### config.mk
export PLATFORM = sky130hd
export DESIGN_NAME = encoder16to4_stream
export DESIGN_NICKNAME = d
export VERILOG_FILES = /design/src/rtl/encoder16to4_stream.sv
export SDC_FILE = /design/constraint.sdc
export NUM_CORES = 1
export LEC_CHECK = 0
export BUFFER_PORTS_ARGS = -buffer_cell sky130_fd_sc_hd__buf_2
export CAP_MARGIN = 0
export CORE_MARGIN = 3
export CORE_UTILIZATION = 40
export DETAILED_ROUTE_END_ITERATION = 7
export GPL_ROUTABILITY_DRIVEN = 1
export MAX_ROUTING_LAYER = met4
export SETUP_SLACK_MARGIN = 0.05
export SYNTH_ARGS = -nofsm -noshare
export SYNTH_HDL_FRONTEND = slang
export SYNTH_SLANG_ARGS = --single-unit
### constraint.sdc
create_clock -name clk -period 4.23 [get_ports clk]
set_input_delay 0.423 -clock clk [delete_from_list [all_inputs] [get_ports clk]]
set_output_delay 0.423 -clock clk [all_outputs]
set_load 0.005 [all_outputs]
### src/rtl/encoder16to4_stream.sv
// rtl/encoder16to4_stream.sv - streaming 16-to-4 encoder, one index per beat in priority order
module encoder16to4_stream #(
    parameter bit LOW_FIRST = 1'b1
) (
    input  logic        clk,
    input  logic        rst,
    input  logic        in_valid,
    output logic        in_ready,
    input  logic [15:0] D,
    output logic        out_valid,
    input  logic        out_ready,
    output logic [3:0]  a,
    output logic        last,
    output logic        none,
    output logic [4:0]  count
);

    typedef enum logic {IDLE = 1'b0, EMIT = 1'b1} state_t;

    state_t      state;
    state_t      state_nxt;
    logic [15:0] pending;
    logic        accept;
    logic        beat;
    logic        one_hot;

    function automatic logic [4:0] popcount16(input logic [15:0] v);
        logic [4:0] n;
        n = 5'd0;
        for (int i = 0; i < 16; i++) begin
            n = n + {4'd0, v[i]};
        end
        return n;
    endfunction

    // Later loop iterations win, so the scan direction selects the priority.
    always_comb begin
        a = 4'd0;
        if (LOW_FIRST) begin
            for (int i = 15; i >= 0; i--) begin
                if (pending[i]) a = 4'(i);
            end
        end else begin
            for (int i = 0; i < 16; i++) begin
                if (pending[i]) a = 4'(i);
            end
        end
    end

    assign one_hot   = (pending != 16'd0) && ((pending & (pending - 16'd1)) == 16'd0);
    assign last      = one_hot | none;
    assign in_ready  = (state == IDLE);
    assign out_valid = (state == EMIT);
    assign accept    = in_valid & in_ready;
    assign beat      = out_valid & out_ready;

    always_comb begin
        state_nxt = state;
        case (state)
            IDLE:    if (accept) state_nxt = EMIT;
            EMIT:    if (beat && last) state_nxt = IDLE;
            default: state_nxt = IDLE;
        endcase
    end

    always_ff @(posedge clk) begin
        if (rst) begin
            state <= IDLE;
        end else begin
            state <= state_nxt;
        end
    end

    always_ff @(posedge clk) begin
        if (rst) begin
            pending <= 16'd0;
            count   <= 5'd0;
            none    <= 1'b0;
        end else if (accept) begin
            pending <= D;
            count   <= popcount16(D);
            none    <= (D == 16'd0);
        end else if (beat) begin
            pending <= pending & ~(16'd1 << a);
            if (last) none <= 1'b0;
        end
    end

endmodule

==> results.rst <==
.. list-table::
   :header-rows: 1

   * - Metric
     - Value
   * - Maximum clock rate
     - a little under 300 MHz
   * - 1st-pass router iterations
     - 5
   * - Worst-case vdd ir drop
     - about 0.00027 V
   * - Hold endpoint
     - out_valid
   * - Critical path fanouts, max
     - 3
   * - Crit Path Category
     - input pin to flop
   * - Final-report setup violation count
     - 0
   * - Int Pwr
     - a little under 0.0005 W
   * - Synth Flop Type
     - dfxtp_1
   * - Top routing layer in use
     - met4
   * - Synth top area cells
     - dfxtp_1 26%, fa_1 11%, a22oi_1 6.3%
   * - Most frequent cells in the layout
     - 32 x buf_2, 24 x inv_1, 23 x dfxtp_1, 20 x a21oi_1, 18 x nor2_1
   * - Via density
     - between 5 and 6
   * - Placer's final routability congestion estimate
     - 0.8544
   * - Total of cells resized after clock tree synthesis
     - 0
   * - Core footprint
     - 4144 sq um
   * - Power density over cell area
     - around 400 nW/um^2
   * - Leading cell type in the layout, fill and taps excluded
     - buf_2
   * - Count of flip-flops with a built-in enable after synthesis
     - 0
   * - Netlist area before placement
     - 1779 sq um
   * - Hold buffer count at CTS
     - 0
   * - Switching part of the total power
     - about two fifths
   * - Number of cells on the worst reg-to-reg path
     - 6
   * - Count of H-tree levels built during CTS
     - 1
   * - # clock sinks
     - 23
   * - Metal-1 WL
     - approximately 2.3 mm
   * - Period Utilization, post-route
     - 80.25%
   * - Number of instances on the worst hold path
     - 3
   * - Combinational fraction of design power
     - 49.0%
   * - PortBufs
     - 32
   * - Area of the die
     - 5285 sq um
   * - Met2 wirelength from detailed routing
     - about 2.1 mm
   * - Average detailed-routed wire length per instance
     - between 15 and 20 um
   * - Share of synthesized area occupied by flip-flops and latches
     - between 20% and 30%
   * - Area delta synth->final
     - 12.73%
   * - Most area-hungry cell type in the Yosys netlist
     - dfxtp_1
   * - Clock Root Buffer
     - clkbuf_8
   * - Category of the worst setup path capture point
     - flop
   * - DRC violation total after the first TritonRoute iteration
     - approximately 180
   * - Max-slew violation count
     - 0
   * - Top-level port count
     - 33
   * - Worst Setup Slack post-DPL
     - approximately 540 ps
   * - Share of flip-flops with an asynchronous set or reset
     - 0%
   * - Final setup TNS
     - 0 ps
   * - Number of warnings reported in the yosys synthesis log
     - 0
   * - Cell Count Post-Placement
     - about 280
   * - Worst-Margin Slew
     - 619.4 ps
   * - Number of distinct library cells after synthesis
     - between 40 and 50
   * - Post-DP HPWL
     - ~3.6 mm
   * - Layout filler cell count
     - 448
   * - Worst reg2reg endpoint
     - pending[11]
   * - Total design power
     - between 0.0008 and 0.0009 W
   * - Critical Path Start Type
     - input pin
   * - Routed vias
     - about 1700
   * - Area share of the largest cell type after synthesis
     - around a quarter
   * - Setup slack of the critical path after layout
     - ~840 ps
   * - Wire length reported by the detailed router
     - between 4 and 5 mm
   * - Maximum number of pins on one net before global-route repair
     - 28
   * - Arr. time, crit path
     - about 3500 ps
   * - Power share of the sequential group
     - around a third
   * - Unrepaired setup endpoints after global routing
     - no
   * - Vias in the first global route
     - ~1600
   * - Die height
     - 72.70 um
   * - Required time at the worst-slack endpoint
     - between 4000 and 5000 ps
   * - Final layout net count
     - between 200 and 300
   * - Hold Crit Start
     - in_valid
   * - Global-route usage over all layers
     - about a fifth
   * - Final Hold Viols
     - 0
   * - Final cell count without fillers
     - around 290
   * - Source of the worst register-to-register timing path
     - pending[11]
   * - Clock group share of total power
     - approximately 17%
   * - Ratio of cells with drive above 1 in the final layout
     - 20.25%
   * - Result of the run
     - completed
   * - FF+latch count, synth
     - 23
   * - Worst-Skew Late Latency
     - approximately 260 ps
   * - Synthesized instance count
     - around 210
   * - Post-route ant nets
     - 0
   * - TritonCTS buffer count
     - 3
   * - Width of the chip
     - 72.70 um
   * - Overflow left after global routing
     - 0
   * - Routed length on met3
     - about 360 um
   * - Count of buffers added by post-CTS timing repair for setup
     - 0
   * - Largest buffer count on any clock path
     - 2
   * - R2R setup slack
     - roughly 2100 ps
   * - Min Clock Period, post-route
     - between 3000 and 4000 ps
   * - Mean cell area of the mapped netlist
     - between 8 and 9 sq um
   * - Worst-path clk slew
     - 80 ps
   * - Worst min path class
     - input pin to flop
   * - Clock Skews
     - roughly 3.5 ps
   * - Total net switching power
     - between 0.0003 and 0.0004 W
   * - Standby leakage power
     - about 0.84 nW
   * - Effective utilization at floorplan
     - 42.93%
   * - MaxCap Viol Count
     - 0
   * - DRC violation count after routing
     - 0
   * - TritonCTS clock tree
     - yes
   * - Number of cell rows
     - 23
   * - Antenna Diode Count
     - 0
   * - Wire length of the first global-routing pass
     - 7.845 mm
   * - Total nets after synthesis
     - approximately 250
   * - Initial antenna violation count
     - 0
   * - Tightest slew margin relative to the limit
     - between 50% and 60%
   * - Finished Core Util
     - 48.40%
## routing by layer
layer	up-vias	global-route usage, %
met5	-	-
met4	0	4.098
met3	2	2.755
met2	70	27.56
met1	813	29.30
li1	829	-
## power groups by stage
stage | Clock [W] | Sequential [W] | Combinational [W]
global route | 0.000154 | 0.000276 | 0.000444
floorplan | 0 | 0.000264 | 0.000290
detailed placement | 0 | 0.000274 | 0.000393
global placement | 0 | 0.000275 | 0.000391
CTS | 0.000141 | 0.000270 | 0.000396
finish | 0.000138 | 0.000271 | 0.000393
## critical path, stage by stage
cell and delay, ps:
buf_2 130, fa_1 530, inv_1 60, fa_1 480, fa_1 530, fa_1 400, inv_1 60, ha_1 160
inv_1 60, fa_1 390, xnor2_1 140, mux2i_1 130, nor2_1 50
## cells by family (layout without fill, tap and decap cells)
family	Yosys count	count (layout)	synth area share, %
compound gates	74	74	30.52
simple gates	53	53	15.47
flops	23	23	25.88
fa+ha+maj	17	17	16.10
xor+xnor	2	2	0.9847
buf+inv	39	64	8.791
mux	4	4	2.250
## through the flow
| step | hold WS (ps) | area (sq um) |
|---|---|---|
| floorplan | 462.6 | 1779 |
| global placement | 461.7 | 1961 |
| detailed placement | 465.4 | 1961 |
| CTS | 464.8 | 2006 |
| global route | 481.0 | 2006 |
| finish | 462.8 | 2006 |
## worst max path at each step
stage	from	endpoint	slack, ps	cells past startpoint
6_report	D[0]	count[2]	840	13
5_1_grt	D[0]	count[4]	620	13
4_1_cts	D[0]	count[2]	820	13
3_5_place_dp	D[0]	count[2]	540	13
3_3_place_gp	D[0]	count[2]	580	13
2_1_floorplan	D[0]	count[2]	800	12
## sequential cells by signal (all words and copies together) (netlist names)
register,cells
count,5
none,1
pending,16
out_valid,1
## synth_stat cells, types with 2 or more instances
cell type / instances
nand4_1: 2
inv_1: 24
a211oi_1: 3
inv_2: 2
a41o_1: 2
nor2_1: 18
xnor2_1: 2
nand2_1: 12
a2111oi_0: 2
nor2b_1: 2
a21oi_1: 20
o211ai_1: 2
and2_1: 3
mux2i_1: 4
clkbuf_1: 10
nor3_1: 2
o21ai_0: 3
a22oi_1: 15
buf_2: 2
fa_1: 10
dfxtp_1: 23
o31ai_1: 3
nand3_1: 2
o311ai_1: 6
a31o_1: 2
nor4_1: 5
a21o_1: 4
ha_1: 6
nand2b_1: 3
a31o_2: 2
## area by class of cell
type,instances,area (sq um),share of cell area (%)
clock buffers,4,45.04,2.246
inverters,26,97.59,4.866
multi-input cells,150,1165,58.08
flip-flops and latches,23,460.4,22.96
well taps,50,62.56,3.119
repair buffers,34,175.2,8.734
Power figures use the tool's default switching activity.
